## config.mk

```make
export PLATFORM = sky130hd
export DESIGN_NAME = comb_bench_driver
export DESIGN_NICKNAME = d
export VERILOG_FILES = /design/src/rtl/comb_bench_driver.sv
export SDC_FILE = /design/constraint.sdc
export NUM_CORES = 1
export LEC_CHECK = 0
export CAP_MARGIN = 20
export CORE_MARGIN = 2
export CORE_UTILIZATION = 47
export CTS_CLUSTER_SIZE = 40
export DETAILED_ROUTE_END_ITERATION = 8
export PLACE_DENSITY = 0.85
export SLEW_MARGIN = 0
export SYNTH_ARGS = -nofsm -noshare
export SYNTH_HDL_FRONTEND = slang
export SYNTH_SLANG_ARGS = --single-unit
export TNS_END_PERCENT = 20
```

## constraint.sdc

```tcl
create_clock -name clk -period 2.7 [get_ports clk]
set_clock_uncertainty 0.05 [all_clocks]
set_input_delay 0.405 -clock clk [delete_from_list [all_inputs] [get_ports clk]]
set_output_delay 0.405 -clock clk [all_outputs]
set_load 0.01 [all_outputs]
```

## src/rtl/comb_bench_driver.sv

```systemverilog
// rtl/comb_bench_driver.sv - exhaustive pattern driver and MISR response compactor
module comb_bench_driver #(
  parameter int              N_IN   = 5,
  parameter int              N_OUT  = 17,
  parameter int              SETTLE = 2,
  parameter logic [N_OUT-1:0] POLY  = 17'h00009,
  parameter logic [N_OUT-1:0] SEED  = 17'h00000
) (
  input  logic             clk,
  input  logic             rst_n,
  input  logic             start,
  input  logic             abort,
  input  logic [N_OUT-1:0] golden_sig,
  input  logic [N_OUT-1:0] f_in,
  output logic [N_IN-1:0]  x_out,
  output logic             busy,
  output logic             done,
  output logic             pass,
  output logic [N_OUT-1:0] signature
);

  localparam int CW = (SETTLE > 1) ? $clog2(SETTLE) : 1;
  localparam logic [CW-1:0] CNT_LAST = CW'(SETTLE - 1);

  typedef enum logic [1:0] {
    S_IDLE    = 2'd0,
    S_SETTLE  = 2'd1,
    S_CAPTURE = 2'd2,
    S_DONE    = 2'd3
  } state_t;

  state_t           r_state;
  logic [CW-1:0]    r_cnt;
  logic [N_IN-1:0]  r_x;
  logic [N_OUT-1:0] r_sig;
  logic             r_busy;
  logic             r_done;
  logic             r_pass;
  logic [N_OUT-1:0] w_sig_next;

  // One MISR step: shift, fold the dropped MSB back through POLY, absorb f_in.
  assign w_sig_next = {r_sig[N_OUT-2:0], 1'b0} ^ (r_sig[N_OUT-1] ? POLY : '0) ^ f_in;

  always_ff @(posedge clk or negedge rst_n) begin
    if (!rst_n) begin
      r_state <= S_IDLE;
      r_cnt   <= '0;
      r_x     <= '0;
      r_sig   <= SEED;
      r_busy  <= 1'b0;
      r_done  <= 1'b0;
      r_pass  <= 1'b0;
    end else begin
      case (r_state)
        S_IDLE: begin
          r_done <= 1'b0;
          if (start) begin
            r_x     <= '0;
            r_sig   <= SEED;
            r_cnt   <= '0;
            r_pass  <= 1'b0;
            r_busy  <= 1'b1;
            r_state <= S_SETTLE;
          end
        end
        S_SETTLE: begin
          if (abort) begin
            r_state <= S_IDLE;
            r_x     <= '0;
            r_cnt   <= '0;
            r_pass  <= 1'b0;
            r_busy  <= 1'b0;
          end else begin
            r_cnt <= r_cnt + 1'b1;
            if (r_cnt == CNT_LAST) r_state <= S_CAPTURE;
          end
        end
        S_CAPTURE: begin
          if (abort) begin
            r_state <= S_IDLE;
            r_x     <= '0;
            r_cnt   <= '0;
            r_pass  <= 1'b0;
            r_busy  <= 1'b0;
          end else begin
            r_sig <= w_sig_next;
            if (&r_x) begin
              r_state <= S_DONE;
              r_busy  <= 1'b0;
              r_done  <= 1'b1;
            end else begin
              r_x     <= r_x + 1'b1;
              r_cnt   <= '0;
              r_state <= S_SETTLE;
            end
          end
        end
        S_DONE: begin
          r_done  <= 1'b0;
          r_pass  <= (r_sig == golden_sig);
          r_state <= S_IDLE;
        end
        default: r_state <= S_IDLE;
      endcase
    end
  end

  assign x_out     = r_x;
  assign busy      = r_busy;
  assign done      = r_done;
  assign pass      = r_pass;
  assign signature = r_sig;

endmodule

```

After elaboration in Yosys (flattened, before gate mapping)

Index checks and enable logic that the tools add are counted.

Flip-flop bits (word level): 28
Input port bits: 38
Output and inout bits: 25

Add/subtract/negate cells: 2
Equality and inequality tests: 12
Mux-type cells: 29
Bitwise gates (word level): 2
Reduce and logical (&&, ||, !) cells: 14

Operators with widths:

| operator                                             | count |
|---|---|
| 2-to-1 mux 17 bit                                    | 2 |
| one-hot mux 17 bit (2 select lines)                  | 1 |
| 2-to-1 mux 5 bit                                     | 4 |
| equality test 17 bit                                 | 1 |
| XOR 17 bit                                           | 1 |
| XOR 17 x 4 -> 17 bit                                 | 1 |
| one-hot mux 5 bit (3 select lines)                   | 1 |
| 2-to-1 mux 1 bit                                     | 10 |
| 2-to-1 mux 2 bit                                     | 5 |
| inequality test 3 bit (second input constant)        | 3 |
| one-hot mux 1 bit (3 select lines)                   | 3 |
| AND reduction 3 bit                                  | 3 |
| inequality test 2 bit (second input constant)        | 4 |
| one-hot mux 2 bit (4 select lines)                   | 1 |
| AND reduction 4 bit                                  | 2 |
| adder 5 x 1 -> 5 bit (second input constant)         | 1 |
| AND reduction 5 bit                                  | 1 |
| equality test 2 bit (second input constant)          | 2 |
| 2-to-1 mux 4 bit                                     | 1 |
| AND reduction 2 bit                                  | 2 |
| nonzero test 2 bit                                   | 2 |
| OR reduction 2 bit                                   | 2 |
| nonzero test 3 bit                                   | 1 |
| equality test 2 x 1 -> 1 bit (second input constant) | 1 |
| 4 further kinds                                      | 4 |

Depth between registers and ports, before layout

Depth after elaboration: 5
Depth in mapped cells: 8

Worst setup path before layout

No wires, ideal clock.

Path kind: reg2reg
Start point: register r_x[0], in the netlist x_out[0]
End point: register r_cnt
Setup time: 0.125 ns
Data arrival time: 1.621 ns
Required time: 2.525 ns
Setup slack: 0.904 ns
Cell stages (with the launch flop): 8
Buffers on the path: 0
Clock period less this slack: 1.796 ns
Path through: dfrtp_1 > ha_1 > and3_1 > ha_1 > inv_1 > nor2_2 > nor3_1 > mux2_2

Word-level cells in the longest chain between the ends: 3

RTL lines:

| what                                   | line | text |
|---|---|---|
| start: declaration                     | 34   | `logic [N_IN-1:0] r_x;` |
| start signal: assignment               | 92   | `r_x <= r_x + 1'b1;` |
| AND reduction 5 bit                    | 87   | `if (&r_x) begin` |
| inequality test 3 bit (no source line) | n/a  |  |
| AND reduction 3 bit (no source line)   | n/a  |  |
| end signal: assignment                 | 74   | `r_cnt <= r_cnt + 1'b1;` |
| end: declaration                       | 33   | `logic [CW-1:0] r_cnt;` |

Every way passes these cells.
A chain may end at the register's enable or synchronous reset.

Final worst setup path

Start point: register r_state[0]
End point: register r_sig[12], in the netlist signature[12]

Word-level cells in the longest chain between the ends: 3
Elaborated cells on any way between the ends: 7
Those cells by class: eq/ne: 3; mux: 1; reduce/logical: 3

RTL lines:

| what                                                                         | line | text |
|---|---|---|
| start: declaration                                                           | 32   | `state_t r_state;` |
| start signal: assignment                                                     | 46   | `r_state <= S_IDLE;` |
| start signal: assignment                                                     | 63   | `r_state <= S_SETTLE;` |
| start signal: assignment                                                     | 68   | `r_state <= S_IDLE;` |
| equality test 2 bit or logical NOT 2 bit (tied branches)                     | 54   | `case (r_state)` |
| inequality test 2 bit (no source line) or nonzero test 2 bit (tied branches) | n/a  |  |
| AND reduction 3 bit (no source line)                                         | n/a  |  |
| end signal: assignment                                                       | 86   | `r_sig <= w_sig_next;` |
| end: declaration                                                             | 35   | `logic [N_OUT-1:0] r_sig;` |

Several ways; a longest one is shown, not always the timed one.

==> out/metrics.yaml <==
cts:
  cts.hold.buffers_added: 0
  htreeDepth: 1
  cts_resized: 0
  clock_latency_ps: 350
  cts.sink_count: 28
  cts-buffers-inserted: 3
  root_buffer: "clkbuf_4"
  post_cts_buffers: 0
  cts_tree: "yes"
  clk_pin_slew_worst_paths_ps: 170
  clockBufferDepth: 2
power:
  max-vdd-ir-drop_v: 0.000288
  p_comb_frac: 0.400
  net-switching-power_mw: 0.477
  cellPowerDensity_nw_per_um2: 567
  p_clk_frac: 0.212
  p_total_mw: 1.35
  swShare: 0.353
  seq_power_share: 0.388
  p_leak_nw: 1.12
  p_int_mw: 0.876
synth:
  synthArstFlopShare: 1.00
  ys_warn_count: 0
  synth_edf_count: 0
  synth_ff_type: "dfrtp_1"
  seq_area_frac_synth: 0.420
  synth_nets: 202
  syn_area_um2: 1670
  avgSynthCellArea_um2: 10.6
  ys_types: 34
  synth_cells: 157
  ys_seq_elements: 28
timing:
  post-route-period-util: 0.801
  setup_viol: 0
  fin_setup_tns_ps: 0
  rsz0062_at_grt: "no"
  drv_slew: 0
  maxSlewHeadroom: 0.388
  min_period_ps: 2160
  tightest_slew_ps: 916
  fmax_ghz: 0.463
  hold_viol_final: 0
final_layout:
  layout_commonest_cell: "clkdlybuf4s50_1"
  mostFrequentLayoutCells: "clkdlybuf4s50_1 (62), xor2_1 (33), dfrtp_1 (28), nand2_1 (18), a22o_1 (11)"
  drive_above_1_share: 0.0950
  syn_to_final_growth_pct: 43.2
  layout.nets: 267
  antenna_cells: 0
  fillCellCount: 269
drt:
  drt_iter0_markers: 28
  wl_met3_um: 230
  drc: 0
  vias_per_cell: 5.28
  first_pass_iters: 2
  wl_met2_um: 2000
  wirelength_um: 4040
  wl_met1_um: 1740
  top_layer_used: "met4"
  num_vias: 1409
  wl_per_cell_um: 15.1
  final_antenna_net_count: 0
floorplanning:
  io_pins: 63
  die_x_um: 63.5
  die-height_um: 63.5
  die-area_um2: 4040
  start_util: 0.496
  core_area_um2: 3360
  rows: 21
setup_path:
  critPathSlowestCell: "o211ai_2"
  crit_buf_inv: 1
  crit_path_end_kind: "flip-flop"
  crit_path_max_fanout: 24
  crit_arrival_ps: 2310
  cp-start-kind: "flip-flop"
  path_class: "flip-flop to flip-flop"
  cpPeakStageDelay_ps: 820
  path_delay_family: "compound AO/OA/AOI/OAI gates"
  cp.required_ps: 2850
  worstPathCellList: "inv_1, ha_1, o211ai_2, o21ai_0"
global_routing:
  grt-ovfl-total: 0
  grt_pass1_wl_um: 7050
  grt_use_total: 0.221
  grt_pass1_vias: 1495
  grt_antenna_before_repair: 0
  grt_max_degree: 29
place:
  io_buffers: 62
  routabilityCongestion: 0.810
  dp_hpwl_um: 3070
hold_path:
  hold_class: "input port to asynchronous set/reset pin"
status:
  status: "finished, final reports clean"
job:
  max_cap_viol_count: 0
==> power groups by stage <==
stage	Combinational (mW)	Sequential, mW	Clock [mW]
after floorplan	0.336	0.535	0
after global placement	0.523	0.528	0
after detailed placement	0.543	0.531	0
after CTS	0.545	0.524	0.286
after global routing	0.599	0.532	0.307
final	0.541	0.525	0.287
==> synth_stat cells (all sizes together) (2+ instances only) <==
master | instances | area share
inv | 5 | 0.011
nor2 | 5 | 0.014
nor3 | 3 | 0.0090
dfrtp | 28 | 0.42
and3 | 3 | 0.014
o21ai | 11 | 0.033
nand2 | 18 | 0.041
mux2 | 3 | 0.020
mux2i | 2 | 0.012
xnor2 | 2 | 0.011
a21oi | 2 | 0.0060
ha | 7 | 0.053
xor2 | 33 | 0.17
nand3 | 2 | 0.0060
buf | 3 | 0.011
a22o | 13 | 0.070
nand2b | 3 | 0.020
and2b | 2 | 0.011
nor4 | 4 | 0.015
==> sequential cells by signal (all words and copies together) (netlist names) <==
| name | count |
|---|---|
| signature | 17 |
| x_out | 5 |
| done | 1 |
| r_state | 2 |
| pass | 1 |
| r_cnt | 1 |
| busy | 1 |
==> worst paths after layout <==
check / start / end / slack (ps) / cells past startpoint
max: r_state[0] / signature[12] / 540 / 4
min: rst_n / x_out[3] / 360 / 2
max reg2reg: r_state[0] / signature[12] / 540 / 4
min reg2reg: busy / busy / 470 / 2
max in group asynchronous: rst_n / signature[14] / 1970 / 2
min in group clk: busy / busy / 470 / 2
==> cell type report <==
type,instances,area [um^2],area share
clock buffers,3,22.5,0.00943
clock inverters,1,30.0,0.0126
inverters,5,18.8,0.00786
multi-input cells,121,930,0.389
flip-flops and latches,28,701,0.294
well taps,46,57.6,0.0241
repair buffers,63,628,0.263
==> metrics by stage <==
step / instance area [um^2] / hold WS [ps] / util / worst slack, ps / cells
after global placement: 2330 / 442 / 0.694 / 695 / 263
final: 2390 / 357 / 0.710 / 538 / 267
after detailed placement: 2330 / 459 / 0.694 / 554 / 263
after floorplan: 1670 / 59.4 / - / 904 / 157
after CTS: 2390 / 383 / 0.710 / 520 / 267
after global routing: 2390 / 392 / 0.710 / 301 / 267
==> per-layer routing <==
layer | global-route usage | vias to the layer above
met5 | 0 | -
met4 | 0.0788 | 0
met3 | 0.0429 | 7
met2 | 0.380 | 48
met1 | 0.275 | 688
li1 | - | 666
==> cells by family after synthesis <==
family,after synthesis,synth area share
xor+xnor,35,0.184
flops,28,0.420
fa+ha+maj,7,0.0526
compound gates,30,0.132
mux,5,0.0323
simple gates,44,0.157
buf+inv,8,0.0218
(Power assumes the default switching activity.)
